**src/rtl/instr_encoder_loader_if.sv**
```systemverilog
// instr_encoder_loader_if: record input and memory write port of the instruction loader.
// The master drives records and mem_ready; the slave is the loader itself.
interface instr_encoder_loader_if #(parameter int AW = 32);
    logic          in_valid;
    logic          in_ready;
    logic [1:0]    in_kind;
    logic [3:0]    in_cond;
    logic [3:0]    in_cmd;
    logic          in_s;
    logic          in_imm;
    logic          in_l;
    logic [3:0]    in_rn;
    logic [3:0]    in_rd;
    logic [11:0]   in_src2;
    logic [23:0]   in_imm24;
    logic          mem_we;
    logic          mem_ready;
    logic [AW-1:0] mem_addr;
    logic [31:0]   mem_wdata;
    modport master (
        output in_valid, in_kind, in_cond, in_cmd, in_s, in_imm, in_l,
               in_rn, in_rd, in_src2, in_imm24, mem_ready,
        input  in_ready, mem_we, mem_addr, mem_wdata
    );
    modport slave (
        input  in_valid, in_kind, in_cond, in_cmd, in_s, in_imm, in_l,
               in_rn, in_rd, in_src2, in_imm24, mem_ready,
        output in_ready, mem_we, mem_addr, mem_wdata
    );
endinterface

```
**src/rtl/instr_encoder_loader.sv**
```systemverilog
// instr_encoder_loader: packs decoded instruction records into ARM words and streams them
// into instruction memory through a registered write port, one session of up to DEPTH words.
module instr_encoder_loader #(
    parameter int            DEPTH = 64,
    parameter int            AW    = 32,
    parameter logic [AW-1:0] BASE  = '0,
    localparam int           CW    = $clog2(DEPTH + 1)
) (
    input  logic                    clk,
    input  logic                    n_reset,
    input  logic                    start,
    instr_encoder_loader_if.slave   bus,
    output logic [CW-1:0]           count,
    output logic                    busy,
    output logic                    full,
    output logic                    err
);
    typedef enum logic [1:0] {IDLE, LOAD, FULL} state_t;
    state_t      state, state_nx;
    logic        commit, accept, legal;
    logic [CW:0] issued;
    logic [31:0] word;

    assign commit = bus.mem_we & bus.mem_ready;
    assign accept = bus.in_valid & bus.in_ready & ~start;
    assign legal  = bus.in_kind != 2'b11;
    // issued counts the word still waiting in the write register, so acceptance never overshoots DEPTH
    assign issued = {1'b0, count} + (CW+1)'(bus.mem_we);

    always_ff @(posedge clk or negedge n_reset)
        if (!n_reset) state <= IDLE;
        else          state <= state_nx;

    always_comb begin
        state_nx = state;
        if (start) state_nx = LOAD;
        else if (state == LOAD && commit && count == CW'(DEPTH - 1)) state_nx = FULL;
    end

    always_comb begin
        busy         = state == LOAD;
        full         = state == FULL;
        bus.in_ready = busy & (~bus.mem_we | bus.mem_ready) & (issued < (CW+1)'(DEPTH));
    end

    // memory form is always pre-indexed, up, word, no writeback
    always_comb
        word = bus.in_kind == 2'b00 ? {bus.in_cond, 2'b00, bus.in_imm, bus.in_cmd, bus.in_s,
                                       bus.in_rn, bus.in_rd, bus.in_src2}
             : bus.in_kind == 2'b01 ? {bus.in_cond, 2'b01, ~bus.in_imm, 4'b1100, bus.in_l,
                                       bus.in_rn, bus.in_rd, bus.in_src2}
             :                        {bus.in_cond, 4'b1010, bus.in_imm24};

    always_ff @(posedge clk or negedge n_reset)
        if (!n_reset) begin
            bus.mem_we    <= 1'b0;
            bus.mem_addr  <= BASE;
            bus.mem_wdata <= '0;
            count         <= '0;
            err           <= 1'b0;
        end else if (start) begin
            bus.mem_we   <= 1'b0;
            bus.mem_addr <= BASE;
            count        <= '0;
            err          <= 1'b0;
        end else if (busy) begin
            if (commit) begin
                count        <= count + CW'(1);
                bus.mem_addr <= bus.mem_addr + AW'(4);
            end
            if (accept && legal) begin
                bus.mem_we    <= 1'b1;
                bus.mem_wdata <= word;
            end else if (commit) bus.mem_we <= 1'b0;
            if (accept && !legal) err <= 1'b1;
        end
endmodule

```
**src/flat_wrapper.sv**
```systemverilog
// flat-port wrapper written by rule: the top's interface ports become plain ports
module instr_encoder_loader_flat 
#(
    parameter int            DEPTH = 64,
    parameter int            AW    = 32,
    parameter logic [AW-1:0] BASE  = '0,
    localparam int           CW    = $clog2(DEPTH + 1)
)
  (clk, n_reset, start, count, busy, full, err, bus_in_valid, bus_in_kind, bus_in_cond, bus_in_cmd, bus_in_s, bus_in_imm, bus_in_l, bus_in_rn, bus_in_rd, bus_in_src2, bus_in_imm24, bus_mem_ready, bus_in_ready, bus_mem_we, bus_mem_addr, bus_mem_wdata);
  instr_encoder_loader_if #(.AW(AW)) bus_i ();
  input  logic clk;
  input  logic n_reset;
  input  logic start;
  output logic [CW-1:0] count;
  output logic busy;
  output logic full;
  output logic err;
  input wire logic [$bits(bus_i.in_valid)-1:0] bus_in_valid;
  input wire logic [$bits(bus_i.in_kind)-1:0] bus_in_kind;
  input wire logic [$bits(bus_i.in_cond)-1:0] bus_in_cond;
  input wire logic [$bits(bus_i.in_cmd)-1:0] bus_in_cmd;
  input wire logic [$bits(bus_i.in_s)-1:0] bus_in_s;
  input wire logic [$bits(bus_i.in_imm)-1:0] bus_in_imm;
  input wire logic [$bits(bus_i.in_l)-1:0] bus_in_l;
  input wire logic [$bits(bus_i.in_rn)-1:0] bus_in_rn;
  input wire logic [$bits(bus_i.in_rd)-1:0] bus_in_rd;
  input wire logic [$bits(bus_i.in_src2)-1:0] bus_in_src2;
  input wire logic [$bits(bus_i.in_imm24)-1:0] bus_in_imm24;
  input wire logic [$bits(bus_i.mem_ready)-1:0] bus_mem_ready;
  output wire logic [$bits(bus_i.in_ready)-1:0] bus_in_ready;
  output wire logic [$bits(bus_i.mem_we)-1:0] bus_mem_we;
  output wire logic [$bits(bus_i.mem_addr)-1:0] bus_mem_addr;
  output wire logic [$bits(bus_i.mem_wdata)-1:0] bus_mem_wdata;
  assign bus_i.in_valid = bus_in_valid;
  assign bus_i.in_kind = bus_in_kind;
  assign bus_i.in_cond = bus_in_cond;
  assign bus_i.in_cmd = bus_in_cmd;
  assign bus_i.in_s = bus_in_s;
  assign bus_i.in_imm = bus_in_imm;
  assign bus_i.in_l = bus_in_l;
  assign bus_i.in_rn = bus_in_rn;
  assign bus_i.in_rd = bus_in_rd;
  assign bus_i.in_src2 = bus_in_src2;
  assign bus_i.in_imm24 = bus_in_imm24;
  assign bus_i.mem_ready = bus_mem_ready;
  assign bus_in_ready = bus_i.in_ready;
  assign bus_mem_we = bus_i.mem_we;
  assign bus_mem_addr = bus_i.mem_addr;
  assign bus_mem_wdata = bus_i.mem_wdata;
  instr_encoder_loader #(.DEPTH(DEPTH), .AW(AW), .BASE(BASE)) u_core (.clk(clk), .n_reset(n_reset), .start(start), .bus(bus_i), .count(count), .busy(busy), .full(full), .err(err));
endmodule
```
**config.mk**
```make
export PLATFORM = sky130hd
export DESIGN_NAME = instr_encoder_loader_flat
export DESIGN_NICKNAME = d
export VERILOG_FILES = /design/src/rtl/instr_encoder_loader_if.sv /design/src/rtl/instr_encoder_loader.sv /design/src/flat_wrapper.sv
export SDC_FILE = /design/constraint.sdc
export NUM_CORES = 1
export LEC_CHECK = 0
export ABC_CLOCK_PERIOD_IN_PS = 2300
export CAP_MARGIN = 20
export CORE_AREA = 2 2 94 96
export CTS_CLUSTER_DIAMETER = 30
export CTS_CLUSTER_SIZE = 20
export DETAILED_ROUTE_END_ITERATION = 7
export DIE_AREA = 0 0 96 98
export GPL_TIMING_DRIVEN = 1
export PLACE_DENSITY = 0.85
export SLEW_MARGIN = 0
export SYNTH_ARGS = -nofsm -noshare
export SYNTH_HDL_FRONTEND = slang
export SYNTH_SLANG_ARGS = --single-unit
```
**constraint.sdc**
```tcl
create_clock -name clk -period 2.3 [get_ports clk]
set_clock_uncertainty 0.05 [all_clocks]
set_input_delay 0.46 -clock clk [delete_from_list [all_inputs] [get_ports clk]]
set_output_delay 0.46 -clock clk [all_outputs]
set_load 0.02 [all_outputs]
```
Yosys cells after proc, flatten, opt, wreduce, memory -nomap -nowiden
Index checks and enable logic that the tools add are counted.

operators by class
  reduce and logical (&&, ||, !) cells = 15
  mux-type cells = 17
  equal/unequal tests = 5
  order comparisons = 1
  $add $sub $neg = 3
  bitwise logic cells = 9

operators with widths
  operator                                            number
  two-way mux 32 bit                                  3
  two-way mux 28 bit                                  2
  adder 32 x 3 -> 32 bit, second input constant       1
  two-way mux 7 bit                                   3
  adder 7 x 1 -> 8 bit                                1
  < comparator 8 x 7 -> 1 bit, second input constant  1
  nonzero test 2 bit                                  4
  adder 7 x 1 -> 7 bit, second input constant         1
  == test 7 x 6 -> 1 bit, second input constant       1
  two-way mux 1 bit                                   7
  AND reduction 2 bit                                 3
  AND 1 bit                                           5
  == test 2 x 1 -> 1 bit, second input constant       2
  logical AND 1 bit                                   4
  two-way mux 2 bit                                   2
  inverter 1 bit                                      3
  AND reduction 3 bit                                 1
  nonzero test 3 bit                                  1
  == test 2 bit, second input constant                1
  zero test 2 bit                                     1
  inequality test 2 bit, second input constant        1
  zero test 1 bit                                     1
  bitwise OR 1 bit                                    1

word-level totals
  output and inout bits = 76
  word-level logic and storage cells = 56
  register bits = 75

Logic depth before layout (Yosys ltp)
Gate-level depths: netlist (run 1).

  depth in word-level cells = 10
  gate-level depth with buffers = 7
  depth with buffers taken out = 5

Worst setup path after synthesis (run 1)
No wires, ideal clock.

  path kind = flip-flop to flip-flop
  start = register u_core.bus.mem_addr[2]
  end = register u_core.bus.mem_addr[30]
  setup time = 0.125 ns
  stages on the path, launching flop included = 7
  setup slack = 0.354 ns
  arrival = 1.771 ns
  clock period less this slack = 1.946 ns
  required time = 2.125 ns
  path buffers = 1
  cells stage by stage = dfrtp_1 > ha_1 > and3_1 > buf_2 > nand3_1 > nor4b_1 > mux2_2

on the way
  longest elaborated chain between the ends = 4

RTL lines
  item                    line                           text
  start, declared         instr_encoder_loader_if.sv:28  output in_ready, mem_we, mem_addr, mem_wdata
  start signal, assigned  instr_encoder_loader.sv:69     bus.mem_addr <= bus.mem_addr + AW'(4);
  adder 32 x 3 -> 32 bit  instr_encoder_loader.sv:69
  two-way mux 32 bit      instr_encoder_loader.sv:67     if (commit) begin
  two-way mux 32 bit      instr_encoder_loader.sv:66     end else if (busy) begin
  two-way mux 32 bit      instr_encoder_loader.sv:61     end else if (start) begin

No other way between the ends. The select of a mux whose other input is x is not followed.
A chain may end at the register's enable or synchronous reset.

Worst setup path in the final report (run 1)
  start = input port bus_mem_ready
  end = output port bus_in_ready

on the way
  longest elaborated chain between the ends = 3

RTL lines
  item                    line                        text
  start, declared         flat_wrapper.sv:29          input wire logic [$bits(bus_i.mem_ready)-1:0] bus_mem_ready;
  bitwise OR 1 bit        instr_encoder_loader.sv:43  bus.in_ready = busy & (~bus.mem_we | bus.mem_ready) & (issued < (CW+1)'(DEPTH));
  AND 1 bit (2 in a row)  instr_encoder_loader.sv:43
  end, declared           flat_wrapper.sv:30          output wire logic [$bits(bus_i.in_ready)-1:0] bus_in_ready;

No other way between the ends.

==> metrics.md, run 1 <==
| Metric | Value |
|---|---|
| Outcome | finished clean |
| Top FF cell, synth | dfrtp_1 |
| CP Max Fanout | 2 |
| Slew of the pin with the lowest slew margin | 0.6409 ns |
| GP Congestion | 0.7957 |
| First-pass GRT wire length | between 15 and 20 mm |
| Post-DP HPWL | roughly 7.2 mm |
| Post-Place Worst Slack | -0.1809 ns |
| Drt wl/cell | 16.34 um |
| FF+latch area | 1827 um2 |
| CTS H-tree lvls | 3 |
| DIE AREA | 9408 um2 |
| Largest family of logic cells by synthesized area | multiplexers |
| Slew margin rel. | 57.27% |
| # setup viols final | 0 |
| Vias | 3139 |
| Post-Synth XOR/XNOR Area | 3.531% |
| Number of global-route vias before repair | 3152 |
| Yosys reg bits | 73 |
| CTS buffer count | 9 |
| Adder-cell area share of the yosys netlist | 0.6725% |
| Via density | 5.302 |
| Grt ovf | 0 |
| Final Cycle Share | 95.84% |
| Fmax | 0.4537 GHz |
| Startpoint Class | input pin |
| Crit. End Element | output port |
| Drt pass-1 iters | 4 |
| Hold_buf cts | 0 |
| Syn Inst Count | 332 |
| Tmin final | 2.204 ns |
| Die W | 96 um |
| Clk_lat worst skew | 0.34 ns |
| Cell Area, Synth | 3721 um2 |
| Fin nets | ~540 |
| Final slew viol count | 0 |
| Initial Utilization | 43.96% |
| Total global-route track usage | 20.63% |
| Layout cells sized above 1 | 21.69% |
| Most frequent cell after synthesis | dfrtp_1 |
| Worst VDD drop | 0.0004397 V |
| Utilization after layout | between 60% and 70% |
| Routed Antenna Nets | 0 |
| Post-synthesis sequential area ratio | 49.09% |
| Critical path required time | around 1.8 ns |
| Setup WS post-layout | 0.09575 ns |
| Footprint of the multi-input gates | roughly 1700 um2 |
| Simple-Gate Fraction of Synth Area | 16.85% |
| IO buf count | 135 |
| Iteration-0 DRC Markers | 89 |
| Critical path type | in -> out |
| Largest net degree at the start of global routing | between 50 and 60 |
| Dpl cells | 574 |
| Min-delay worst type | in -> async |
| Synth Area in Compound Gates | 7.633% |
| Mean post-synth cell area | ~11 um2 |
| Clock buffer depth | 2 |
| Worst hold margin | 0.05460 ns |
| Clock sink count | between 70 and 80 |
| Drt total wl | 9.672 mm |
| Filler instances | 652 |
| Non-Filler Instances | 592 |
| Asr flop ratio synth | 100.0% |
| Max-cap viol count | 0 |
| CTS tree | built |
| Most instantiated cells after synthesis | dfrtp_1 (73), mux2_2 (55), nor2_1 (30) |
| Synth cell types | 41 |
| Die height | 98 um |
| Initial antenna violation count | 0 |
| Area contributors post-synth | dfrtp_1 (49%), mux2_2 (17%), nor2_1 (3.0%), xor2_1 (2.8%), a21oi_1 (2.4%) |
| # DRC | 0 |
| Cell taking the most area after synthesis | dfrtp_1 |
| # rows | 34 |
| Root Driver | clkbuf_8 |
| RSZ-0062 raised after global routing | false |
| Post-synthesis mux area share | 17.72% |
| Yosys top cell area share | 49.09% |
| N_diodes | 0 |
| Hold Fails Final Rpt | 0 |
| I/O Pins | ~140 |
| Post-synth EDFFs | 0 |
| Core ar. | between 8000 and 9000 um2 |
| Syn. warnings | 0 |
| Area Overhead vs Synth | 47.28% |
| Lkg Pwr | 0.002266 uW |
| Tot Pwr | 3621 uW |
| CP Data Arrival Time | around 1.7 ns |
| Power Dens Cells | between 600 and 700 nW/um2 |
| Clock slew at reported path FFs | 0.09 ns |
-- routing by layer --
layer | vias up | wire length (um) | GRT usage, %
met5 | - | 0 | 0
met4 | 0 | 324 | 10.22
met3 | 23 | 452 | 3.472
met2 | 95 | 5015 | 34.56
met1 | 1540 | 3880 | 25.33
li1 | 1481 | - | -
-- where the power goes --
part,switching (uW),internal (uW),total (uW)
clock network,503,727,1230
logic,406,489,896
registers,72.4,1420,1490
total,982,2640,3620
-- stage by stage --
| step | TNS (ns) | instance area (um2) |
|---|---|---|
| after floorplan | 0 | 3725 |
| after global placement | -0.1330 | 5221 |
| after detailed placement | -0.2534 | 5221 |
| after CTS | 0 | 5463 |
| after global routing | 0 | 5480 |
| final | 0 | 5480 |
-- flip-flops by register name (all words and copies together), names as in the netlist --
name and cells:
u_core.bus.mem_addr 30, u_core.bus.mem_wdata 32, u_core.bus.mem_we 1, u_core.count 7, u_core.err 1, u_core.state 2
-- worst max-delay path: stages --
cell and delay, ns:
clkdlybuf4s50_1 0.49, nor2b_1 0.07, nor3b_2 0.19, and2_1 0.14, dlygate4sd2_1 0.34
-- cell families (layout without fill, tap and decap cells) --
kind of cell	Yosys count	after routing
compound gates	47	47
xor+xnor	15	15
fa+ha+maj	2	2
buf+inv	30	181
flops	73	73
mux	59	59
other cells	1	2
simple gates	105	105
-- area by class of cell --
cell class / count / area share [%]
clock buffer: 10 / 2.329
clock inverter: 6 / 2.100
inverter: 7 / 0.4795
multi-input combinational: 230 / 31.69
sequential: 73 / 33.33
tap: 108 / 2.466
timing repair buffer: 158 / 27.60
-- layout by cell type, fill, tap and decap left out, drive strengths merged, types with 4 or more instances in the layout --
cell           synthesis  layout
a21oi                 18      18
and3                   7       7
buf                   20      25
clkbuf                 3      10
clkdlybuf4s50          0     132
dfrtp                 73      73
inv                    7       8
mux2                  55      55
mux2i                  4       4
nand2                 13      13
nand3                  7       7
nand4                 13      13
nor2                  30      30
nor2b                  5       5
o21ai                 14      14
o31ai                  6       6
or3                   11      11
or4                    6       6
xor2                  12      12
-- final timing paths --
kind,slack [ns],startpoint,to,cells after the start
worst max-delay path,0.1,bus_mem_ready,bus_in_ready,5
worst min-delay path,0.05,n_reset,u_core.bus.mem_wdata[2]$_DFFE_PN0P_,2
worst max register to register,0.37,u_core.bus.mem_addr[2]$_DFFE_PN0P_,u_core.bus.mem_addr[24]$_DFFE_PN0P_,6
worst min register to register,0.46,u_core.bus.mem_wdata[18]$_DFFE_PN0P_,u_core.bus.mem_wdata[18]$_DFFE_PN0P_,1
max in group asynchronous,1.56,n_reset,u_core.bus.mem_wdata[19]$_DFFE_PN0P_,2
min in group clk,0.40,start,u_core.bus.mem_addr[26]$_DFFE_PN0P_,2
-- timing repair --
item | CTS | global route
endpoints found under the setup margin | 1 | 1
buffers inserted | 0 | 2
hold endpoints to repair | 0 | 0
gates resized for setup | 1 | 1
pin swaps | 0 | 1
Power figures use the tool's default switching activity.
==> inputs of run 2 (changes only) <==
--- a/config.mk
+++ b/config.mk
@@ -7,13 +7,13 @@
 export LEC_CHECK = 0
 export ABC_CLOCK_PERIOD_IN_PS = 2300
 export CAP_MARGIN = 20
-export CORE_AREA = 2 2 94 96
+export CORE_AREA = 2 2 100 102
 export CTS_CLUSTER_DIAMETER = 30
 export CTS_CLUSTER_SIZE = 20
 export DETAILED_ROUTE_END_ITERATION = 7
-export DIE_AREA = 0 0 96 98
+export DIE_AREA = 0 0 102 104
 export GPL_TIMING_DRIVEN = 1
-export PLACE_DENSITY = 0.85
+export PLACE_DENSITY = 0.71
 export SLEW_MARGIN = 0
 export SYNTH_ARGS = -nofsm -noshare
 export SYNTH_HDL_FRONTEND = slang
==> run 2 against run 1 <==
Clock power shrank 18%. Critical path type is now reg -> out. Fmax grew 2.4%. Worst setup slack gained 0.051 ns. Combinational power grew 0.4%.
==> metrics.md, run 2 (synthesized netlist as in run 1, its figures left out) <==
| Metric | Value |
|---|---|
| Initial antenna violation count | 0 |
| DIE AREA | 10610 um2 |
| Tmin final | roughly 2.2 ns |
| IO buf count | 135 |
| Sw frac | between 20% and 30% |
| Power Dens Cells | 620.1 nW/um2 |
| Commonest non-fill, non-tap cell in the layout | clkdlybuf4s50_1 |
| Largest regs | u_core.bus.mem_wdata: 32 flops, u_core.bus.mem_addr: 30 flops, u_core.count: 7 flops |
| NetSw | 981.1 uW |
| Clock slew at reported path FFs | ~0.080 ns |
| Hold Fails Final Rpt | 0 |
| CTS buffer count | 9 |
| Critical path required time | roughly 1.8 ns |
| Outcome | finished clean |
| Drt pass-1 iters | 4 |
| Total global-route track usage | about a fifth |
| N_diodes | 0 |
| Drt total wl | 9.588 mm |
| Grt ovf | 0 |
| Worst hold margin | 0.06314 ns |
| Max-cap viol count | 0 |
| # setup viols final | 0 |
| Final Instance Area | roughly 5500 um2 |
| Iteration-0 DRC Markers | 115 |
| Dpl cells | 596 |
| CTS H-tree lvls | 3 |
| Initial Utilization | 38.97% |
| Clock sink count | 73 |
| Worst VDD drop | 0.0003410 V |
| GP Congestion | 0.7889 |
| Crit. End Element | output port |
| Vias | a little over 3000 |
| RSZ-0062 raised after global routing | false |
| Min-delay worst type | in -> async |
| Largest net degree at the start of global routing | 74 |
| Routed Antenna Nets | 0 |
| Reg with most FFs | u_core.bus.mem_wdata |
| Number of flip-flops in the largest register | 32 |
| Fin nets | 540 |
| Clk_lat worst skew | around 0.36 ns |
| # rows | 36 |
| Area Overhead vs Synth | 47.21% |
| RR Startpoint | u_core.bus.mem_addr[2]$_DFFE_PN0P_ |
| Fmax | about 0.46 GHz |
| Clock buffer depth | 2 |
| Combinational power share | 26.5% |
| First-pass GRT wire length | between 15 and 20 mm |
| Utilization after layout | roughly 57% |
| Lkg Pwr | around 0.0022 uW |
| Layout cells sized above 1 | 21.41% |
| CTS tree | built |
| RR Endpoint | u_core.bus.mem_addr[24]$_DFFE_PN0P_ |
| Root Driver | clkbuf_8 |
| Dpl cell area | roughly 5300 um2 |
| Sequential share of power | 43.9% |
| Critical path type | reg -> out |
| Power Internal | 2416 uW |
| Die W | 102 um |
| Clock share of power | 29.7% |
| CP Max Fanout | 3 |
| Number of global-route vias before repair | approximately 3200 |
| Die height | 104 um |
| Tot Pwr | 3397 uW |
| Via density | 5.018 |
| FF-to-FF setup slack | around 0.38 ns |
| Core ar. | 9549 um2 |
| Most frequent cells in the layout | clkdlybuf4s50_1 (132), dfrtp_1 (73), mux2_2 (55) |
| Startpoint Class | flop |
| Worst R2R Path Depth | 6 |
| Post-DP HPWL | 6.981 mm |
| CP Data Arrival Time | between 1.5 and 2 ns |
| Final slew viol count | 0 |
| I/O Pins | 138 |
| # DRC | 0 |
| Non-Filler Instances | 614 |
| Drt wl/cell | 15.62 um |
| Final Cycle Share | 93.62% |
run 2: cell count changes in the layout (fill, tap and decap cells not counted):
cell,before,now
clkbuf_1,1,0
clkinv_2,0,3
buf_12,0,3
buf_4,23,17
bufinv_16,3,1
run 2: routing by layer:
metal	up-vias	global-route usage, %	routed length (um)
met4	0	7.524	216
met2	86	31.91	4828
met3	14	4.772	538
met5	-	0	0
met1	1506	23.16	4005
li1	1475	-	-
run 2: worst max-delay path, stage by stage, from the launching register on:
cell           delay, ns
dfrtp_1             0.37
nand4_1             0.15
or2_4               0.30
and2_1              0.15
dlygate4sd2_1       0.32
run 2: how the worst max path moves through the flow:
stage	start	endpoint
3_3_place_gp	bus_mem_ready	bus_in_ready
4_1_cts	u_core.count[5]$_DFFE_PN0P_	bus_in_ready
6_report	u_core.count[5]$_DFFE_PN0P_	bus_in_ready
2_1_floorplan	u_core.bus.mem_addr[2]$_DFFE_PN0P_	u_core.bus.mem_addr[30]$_DFFE_PN0P_
3_5_place_dp	bus_mem_ready	bus_in_ready
5_1_grt	u_core.count[5]$_DFFE_PN0P_	bus_in_ready
run 2: area by class of cell:
| type | count | area, um2 |
|---|---|---|
| fillers | 860 | 4071 |
| well taps | 133 | 166.4 |
| clock inverters | 7 | 70.07 |
| multi-input cells | 230 | 1737 |
| repair buffers | 155 | 1528 |
| clock buffers | 9 | 123.9 |
| inverters | 7 | 26.28 |
| flip-flops and latches | 73 | 1827 |
run 2: timing repair:
item                                    4_1_cts  5_1_grt
hold buffers                                  0        0
gates cloned                                  0        0
endpoints found under the setup margin        1        1
buffers inserted                              2        0
gates resized for setup                       1        1
run 2: power groups by stage:
stage	combinational, uW	sequential (uW)	clock (uW)
3_5_place_dp	909	1520	0
6_report	900	1490	1010
2_1_floorplan	232	1690	0
5_1_grt	951	1510	1080
3_3_place_gp	895	1510	0
4_1_cts	910	1490	1040
run 2: metrics by stage:
stage,TNS [ns],worst slack (ns)
after global routing,0,0.03175
after global placement,-0.1708,-0.1291
after floorplan,0,0.3540
after CTS,0,0.05589
after detailed placement,-0.3405,-0.1365
final,0,0.1467
